`src/rtl/dmem_ctrl_pkg.sv`:
```
// rtl/dmem_ctrl_pkg.sv - shared widths and types for the data-memory copy controller
package dmem_ctrl_pkg;

    localparam int AW_DEF = 8;
    localparam int DW_DEF = 8;
    localparam int LW_DEF = 8;

    typedef enum logic [1:0] {IDLE, RD, WR, DONE} dma_state_t;

    typedef logic [AW_DEF-1:0] addr_t;
    typedef logic [DW_DEF-1:0] data_t;

endpackage

```
`src/rtl/dmem_port_mux.sv`:
```
// rtl/dmem_port_mux.sv - combinational core/copy-engine select of the memory port
module dmem_port_mux #(
    parameter int AW = 8,
    parameter int DW = 8
) (
    input  logic          dma_sel,
    input  logic [AW-1:0] core_rd_addr,
    input  logic [AW-1:0] core_wr_addr,
    input  logic [DW-1:0] core_wr_data,
    input  logic          core_wr_en,
    input  logic [AW-1:0] dma_rd_addr,
    input  logic [AW-1:0] dma_wr_addr,
    input  logic [DW-1:0] dma_wr_data,
    input  logic          dma_wr_en,
    output logic [AW-1:0] mem_rd_addr,
    output logic [AW-1:0] mem_wr_addr,
    output logic [DW-1:0] mem_wr_data,
    output logic          mem_wr_en
);

    assign mem_rd_addr = dma_sel ? dma_rd_addr : core_rd_addr;
    assign mem_wr_addr = dma_sel ? dma_wr_addr : core_wr_addr;
    assign mem_wr_data = dma_sel ? dma_wr_data : core_wr_data;
    assign mem_wr_en   = dma_sel ? dma_wr_en   : core_wr_en;

endmodule

```
`src/rtl/dmem_copy_ctrl.sv`:
```
// rtl/dmem_copy_ctrl.sv - block-copy engine sharing the data memory port, core has priority
module dmem_copy_ctrl
    import dmem_ctrl_pkg::*;
#(
    parameter int AW = AW_DEF,
    parameter int DW = DW_DEF,
    parameter int LW = LW_DEF
) (
    input  logic          Clk,
    input  logic          Reset,
    input  logic          CoreMemReq,
    input  logic [AW-1:0] CoreRdAddr,
    input  logic [AW-1:0] CoreWrAddr,
    input  logic [DW-1:0] CoreWrData,
    input  logic          CoreWrEn,
    output logic [DW-1:0] CoreRdData,
    input  logic          Start,
    input  logic [AW-1:0] SrcBase,
    input  logic [AW-1:0] DstBase,
    input  logic [LW-1:0] Len,
    output logic          Busy,
    output logic          Done,
    output logic [AW-1:0] MemRdAddr,
    output logic [AW-1:0] MemWrAddr,
    output logic [DW-1:0] MemWrData,
    output logic          MemWrEn,
    input  logic [DW-1:0] MemRdData
);

    dma_state_t    state_q, state_d;
    logic [AW-1:0] src_q, src_d;
    logic [AW-1:0] dst_q, dst_d;
    logic [LW-1:0] len_q, len_d;
    logic [LW-1:0] idx_q, idx_d;
    logic [DW-1:0] hold_q, hold_d;
    logic          busy_q, busy_d;
    logic          done_q, done_d;

    logic          dma_sel;
    logic [AW-1:0] dma_rd_addr;
    logic [AW-1:0] dma_wr_addr;

    // Address sums wrap naturally at AW bits.
    assign dma_rd_addr = src_q + AW'(idx_q);
    assign dma_wr_addr = dst_q + AW'(idx_q);
    assign dma_sel     = ((state_q == RD) || (state_q == WR)) && !CoreMemReq;

    always_comb begin
        state_d = state_q;
        src_d   = src_q;
        dst_d   = dst_q;
        len_d   = len_q;
        idx_d   = idx_q;
        hold_d  = hold_q;
        case (state_q)
            IDLE: begin
                if (Start) begin
                    src_d   = SrcBase;
                    dst_d   = DstBase;
                    len_d   = Len;
                    idx_d   = '0;
                    state_d = (Len == '0) ? DONE : RD;
                end
            end
            RD: begin
                if (!CoreMemReq) begin
                    hold_d  = MemRdData;
                    state_d = WR;
                end
            end
            WR: begin
                if (!CoreMemReq) begin
                    if (idx_q == len_q - LW'(1)) begin
                        state_d = DONE;
                    end else begin
                        idx_d   = idx_q + LW'(1);
                        state_d = RD;
                    end
                end
            end
            DONE:    state_d = IDLE;
            default: state_d = IDLE;
        endcase
        busy_d = (state_d != IDLE);
        done_d = (state_d == DONE);
    end

    always_ff @(posedge Clk) begin
        if (Reset) begin
            state_q <= IDLE;
            src_q   <= '0;
            dst_q   <= '0;
            len_q   <= '0;
            idx_q   <= '0;
            hold_q  <= '0;
            busy_q  <= 1'b0;
            done_q  <= 1'b0;
        end else begin
            state_q <= state_d;
            src_q   <= src_d;
            dst_q   <= dst_d;
            len_q   <= len_d;
            idx_q   <= idx_d;
            hold_q  <= hold_d;
            busy_q  <= busy_d;
            done_q  <= done_d;
        end
    end

    assign Busy       = busy_q;
    assign Done       = done_q;
    assign CoreRdData = MemRdData;

    dmem_port_mux #(
        .AW (AW),
        .DW (DW)
    ) u_port_mux (
        .dma_sel      (dma_sel),
        .core_rd_addr (CoreRdAddr),
        .core_wr_addr (CoreWrAddr),
        .core_wr_data (CoreWrData),
        .core_wr_en   (CoreWrEn),
        .dma_rd_addr  (dma_rd_addr),
        .dma_wr_addr  (dma_wr_addr),
        .dma_wr_data  (hold_q),
        .dma_wr_en    (state_q == WR),
        .mem_rd_addr  (MemRdAddr),
        .mem_wr_addr  (MemWrAddr),
        .mem_wr_data  (MemWrData),
        .mem_wr_en    (MemWrEn)
    );

endmodule

```
`config.mk`:
```
export PLATFORM = sky130hd
export DESIGN_NAME = dmem_copy_ctrl
export DESIGN_NICKNAME = d
export VERILOG_FILES = /design/src/rtl/dmem_ctrl_pkg.sv /design/src/rtl/dmem_port_mux.sv /design/src/rtl/dmem_copy_ctrl.sv
export SDC_FILE = /design/constraint.sdc
export NUM_CORES = 1
export LEC_CHECK = 0
export BUFFER_PORTS_ARGS = -buffer_cell sky130_fd_sc_hd__buf_2
export CORE_MARGIN = 2
export CORE_UTILIZATION = 46
export DETAILED_ROUTE_END_ITERATION = 10
export GPL_ROUTABILITY_DRIVEN = 1
export PLACE_DENSITY = 0.88
export SLEW_MARGIN = 40
export SYNTH_ARGS = -nofsm -noshare
export SYNTH_HDL_FRONTEND = slang
export SYNTH_SLANG_ARGS = --single-unit
```
`constraint.sdc`:
```
create_clock -name Clk -period 2.4 [get_ports Clk]
set_clock_uncertainty 0.1 [all_clocks]
set_input_delay 0.12 -clock Clk [delete_from_list [all_inputs] [get_ports Clk]]
set_output_delay 0.12 -clock Clk [all_outputs]
set_load 0.005 [all_outputs]
```
==> metrics <==
fin nets 607; number of remaining DRC errors 0; design area 4080 µm²; Syn Nets 475; Synth Area in XOR/XNOR ~6%; IO buf count 95; Area contributors post-synth dfxtp_1 30%, nand2_1 13%, ha_1 8.2%; post-synthesis mux area share 3.10%; Seq/Total Area, Yosys between 30 and 40%; # setup viols final 4; Layout Cells excl Fill 601; area delta synth->final 40.4%; Total GRT Usage 22.5%; worst r2r src len_q[4]; Max Slew Vio Count 0; Max transition margin around 52%; CTS clk-pin slew, worst paths around 90 ps; HP Start MemRdData[0]; area share of fa/ha/maj cells after synthesis roughly a tenth; M3 GR Usage under 10%; Cell variety after synth 44; Max Cap Violations 0; final hold violation count 0; n_diodes 0; DRT antenna net count 0; worst path cell trace or3_4, or4_1, a31o_1, a2111o_1, a221o_1, a21boi_2; H-tree depth 2; Synth Flop Type dfxtp_1; hold path cells 3; Hold Path End hold_q[0]; WP data arrival 2610 ps; P_leak 1.83 nW; worst path required time 2540 ps; met1 Resource Use GR 25.7%; worst r2r dst Done; cells after synthesis 393; async set-reset flop share out of synthesis 0%; period utilization 103%; GPL Wtd Cong 0.849; post-synthesis compound-gate area fraction between 10% and 20%; failing checks negative setup slack; area share of the largest cell type after synthesis 30.3%; Worst Tran Pin Value about 730 ps; Critical Path Sink Type register; first-pass detailed-route iteration total 4; first-pass GRT wire length 13000 µm; Detailed Place HPWL 5820 µm; met2 GRT Util 42.4%; DRT iter0 DRCs 185; worst vdd ir roughly 0.42 mV; dpl cells about 560; Die X between 80 and 90 µm; DIE AREA 6960 µm²; worst r2r path cells 6; via count ~3.2k; outcome complete, but fails checks; Core Area 6030 µm²; WS Path Type reg2reg; Avg Inst Size Synth about 7.4 µm²; most common cell after layout, fill and taps aside nand2_1; post-synthesis cell area 2900 µm²; final WL between 8000 and 9000 µm; Simple-Gate Fraction of Synth Area 25.0%; Initial Util 48.2%; P per Cell Area 509 nW/µm²; I/O pin count 96; final core utilization 67.7%; R2R setup slack -70 ps; unrepaired setup endpoints after global routing true; clk root buf clkbuf_8; worst setup margin -70.7 ps; Total Power 2.07 mW; Clock Latency Late Sink 310 ps; register bit count reported by yosys between 40 and 50; vias in the first global route slightly below 3k; Critical Path Start Type register; Final min period between 2000 and 2500 ps; gr busiest metal met2; pin count of the biggest net entering global routing 41; # rows 28; post-synth top area cell dfxtp_1; Die Ht 83.5 µm; max incr delay on CP 400 ps; fmax 405 MHz; CTS sink cnt 44; setup TNS -211 ps; TritonCTS buffer count 5; Yosys Warn Count 0; Overflow after GRT 0; layout cells sized above 1 31.2%; Wirelength per Cell 14.0 µm; largest family of logic cells by synthesized area simple AND/OR/NAND/NOR gates; commonest non-fill, non-tap cells in the layout 104 x nand2_1, 95 x buf_2, 36 x a21oi_1; CTS tree done; Max Buffers Root-to-Sink 2; HP Class in2reg; Critical Path Fanout Max 3; WHS 4.73 ps; dpl ws -91.5 ps; initial antenna violation count 0; Avg Vias per Cell 5.35; placed cell area between 3000 and 4000 µm²; Post-synth EDFFs 0; slowest CP cell or4_1
-- worst max-delay path: cells and delay by family (launching register included) --
kind | cells | cell delay (ps)
compound gates | 4 | 1200
simple gates | 2 | 780
flops | 1 | 330
-- where the power goes --
| part | switching, mW | total (mW) | leakage, nW | internal [mW] |
|---|---|---|---|---|
| clock network | 0.284 | 0.598 | 0.0548 | 0.314 |
| logic | 0.341 | 0.654 | 1.41 | 0.313 |
| registers | 0.0361 | 0.822 | 0.365 | 0.786 |
| total | 0.662 | 2.07 | 1.83 | 1.41 |
-- cells in the mapped netlist, types with 5 or more instances --
master,instances
xnor2_1,9
o31ai_1,9
dfxtp_1,44
nor3_1,6
and3_1,5
clkbuf_1,16
o21a_1,6
nor2_1,19
inv_1,17
nand2_1,104
o21ai_0,15
buf_4,8
mux2i_1,9
a21oi_1,40
xor2_1,8
ha_1,19
or4_1,5
nor2b_1,5
-- routing by layer --
layer | vias to the layer above | wire (µm)
met4 | 0 | 121
met5 | - | 0
met1 | 1471 | 3340
met3 | 21 | 564
li1 | 1609 | -
met2 | 116 | 4400
-- cells by family (layout without fill, tap and decap cells) --
| family | after synthesis | in the layout |
|---|---|---|
| compound gates | 92 | 92 |
| xor+xnor | 18 | 18 |
| fa+ha+maj | 21 | 21 |
| buf+inv | 43 | 176 |
| flops | 44 | 44 |
| mux | 9 | 9 |
| simple gates | 166 | 166 |
-- worst max path at each step --
stage | depth (start not counted) | slack (ps) | startpoint | end
final | 6 | -70 | len_q[4] | Done
after detailed placement | 10 | -90 | len_q[0] | idx_q[5]
after floorplan | 8 | 20 | len_q[0] | state_q[1]
after global placement | 6 | -10 | len_q[4] | state_q[1]
after global routing | 9 | -170 | idx_q[1] | MemRdAddr[6]
after CTS | 6 | -70 | len_q[4] | state_q[1]
-- repair_timing --
action	4_1_cts	5_1_grt
endpoints found under the setup margin	13	16
resized for setup	14	22
hold endpoints to repair	30	0
buffers inserted	3	3
hold buffers	30	0
pin swaps	12	15
-- layout make-up --
| cell class | count | area (µm²) |
|---|---|---|
| repair buffers | 151 | 975 |
| clock inverters | 3 | 46.3 |
| inverters | 17 | 63.8 |
| fillers | 470 | 1950 |
| clock buffers | 5 | 68.8 |
| flip-flops and latches | 44 | 900 |
| multi-input cells | 306 | 1930 |
| well taps | 75 | 93.8 |
-- flip-flops by register name, summed over array words and instances, names as in the netlist --
| name | cells |
|---|---|
| src_q | 8 |
| len_q | 8 |
| dst_q | 8 |
| Busy | 1 |
| state_q | 2 |
| hold_q | 8 |
| Done | 1 |
| idx_q | 8 |
(Power assumes the default switching activity.)
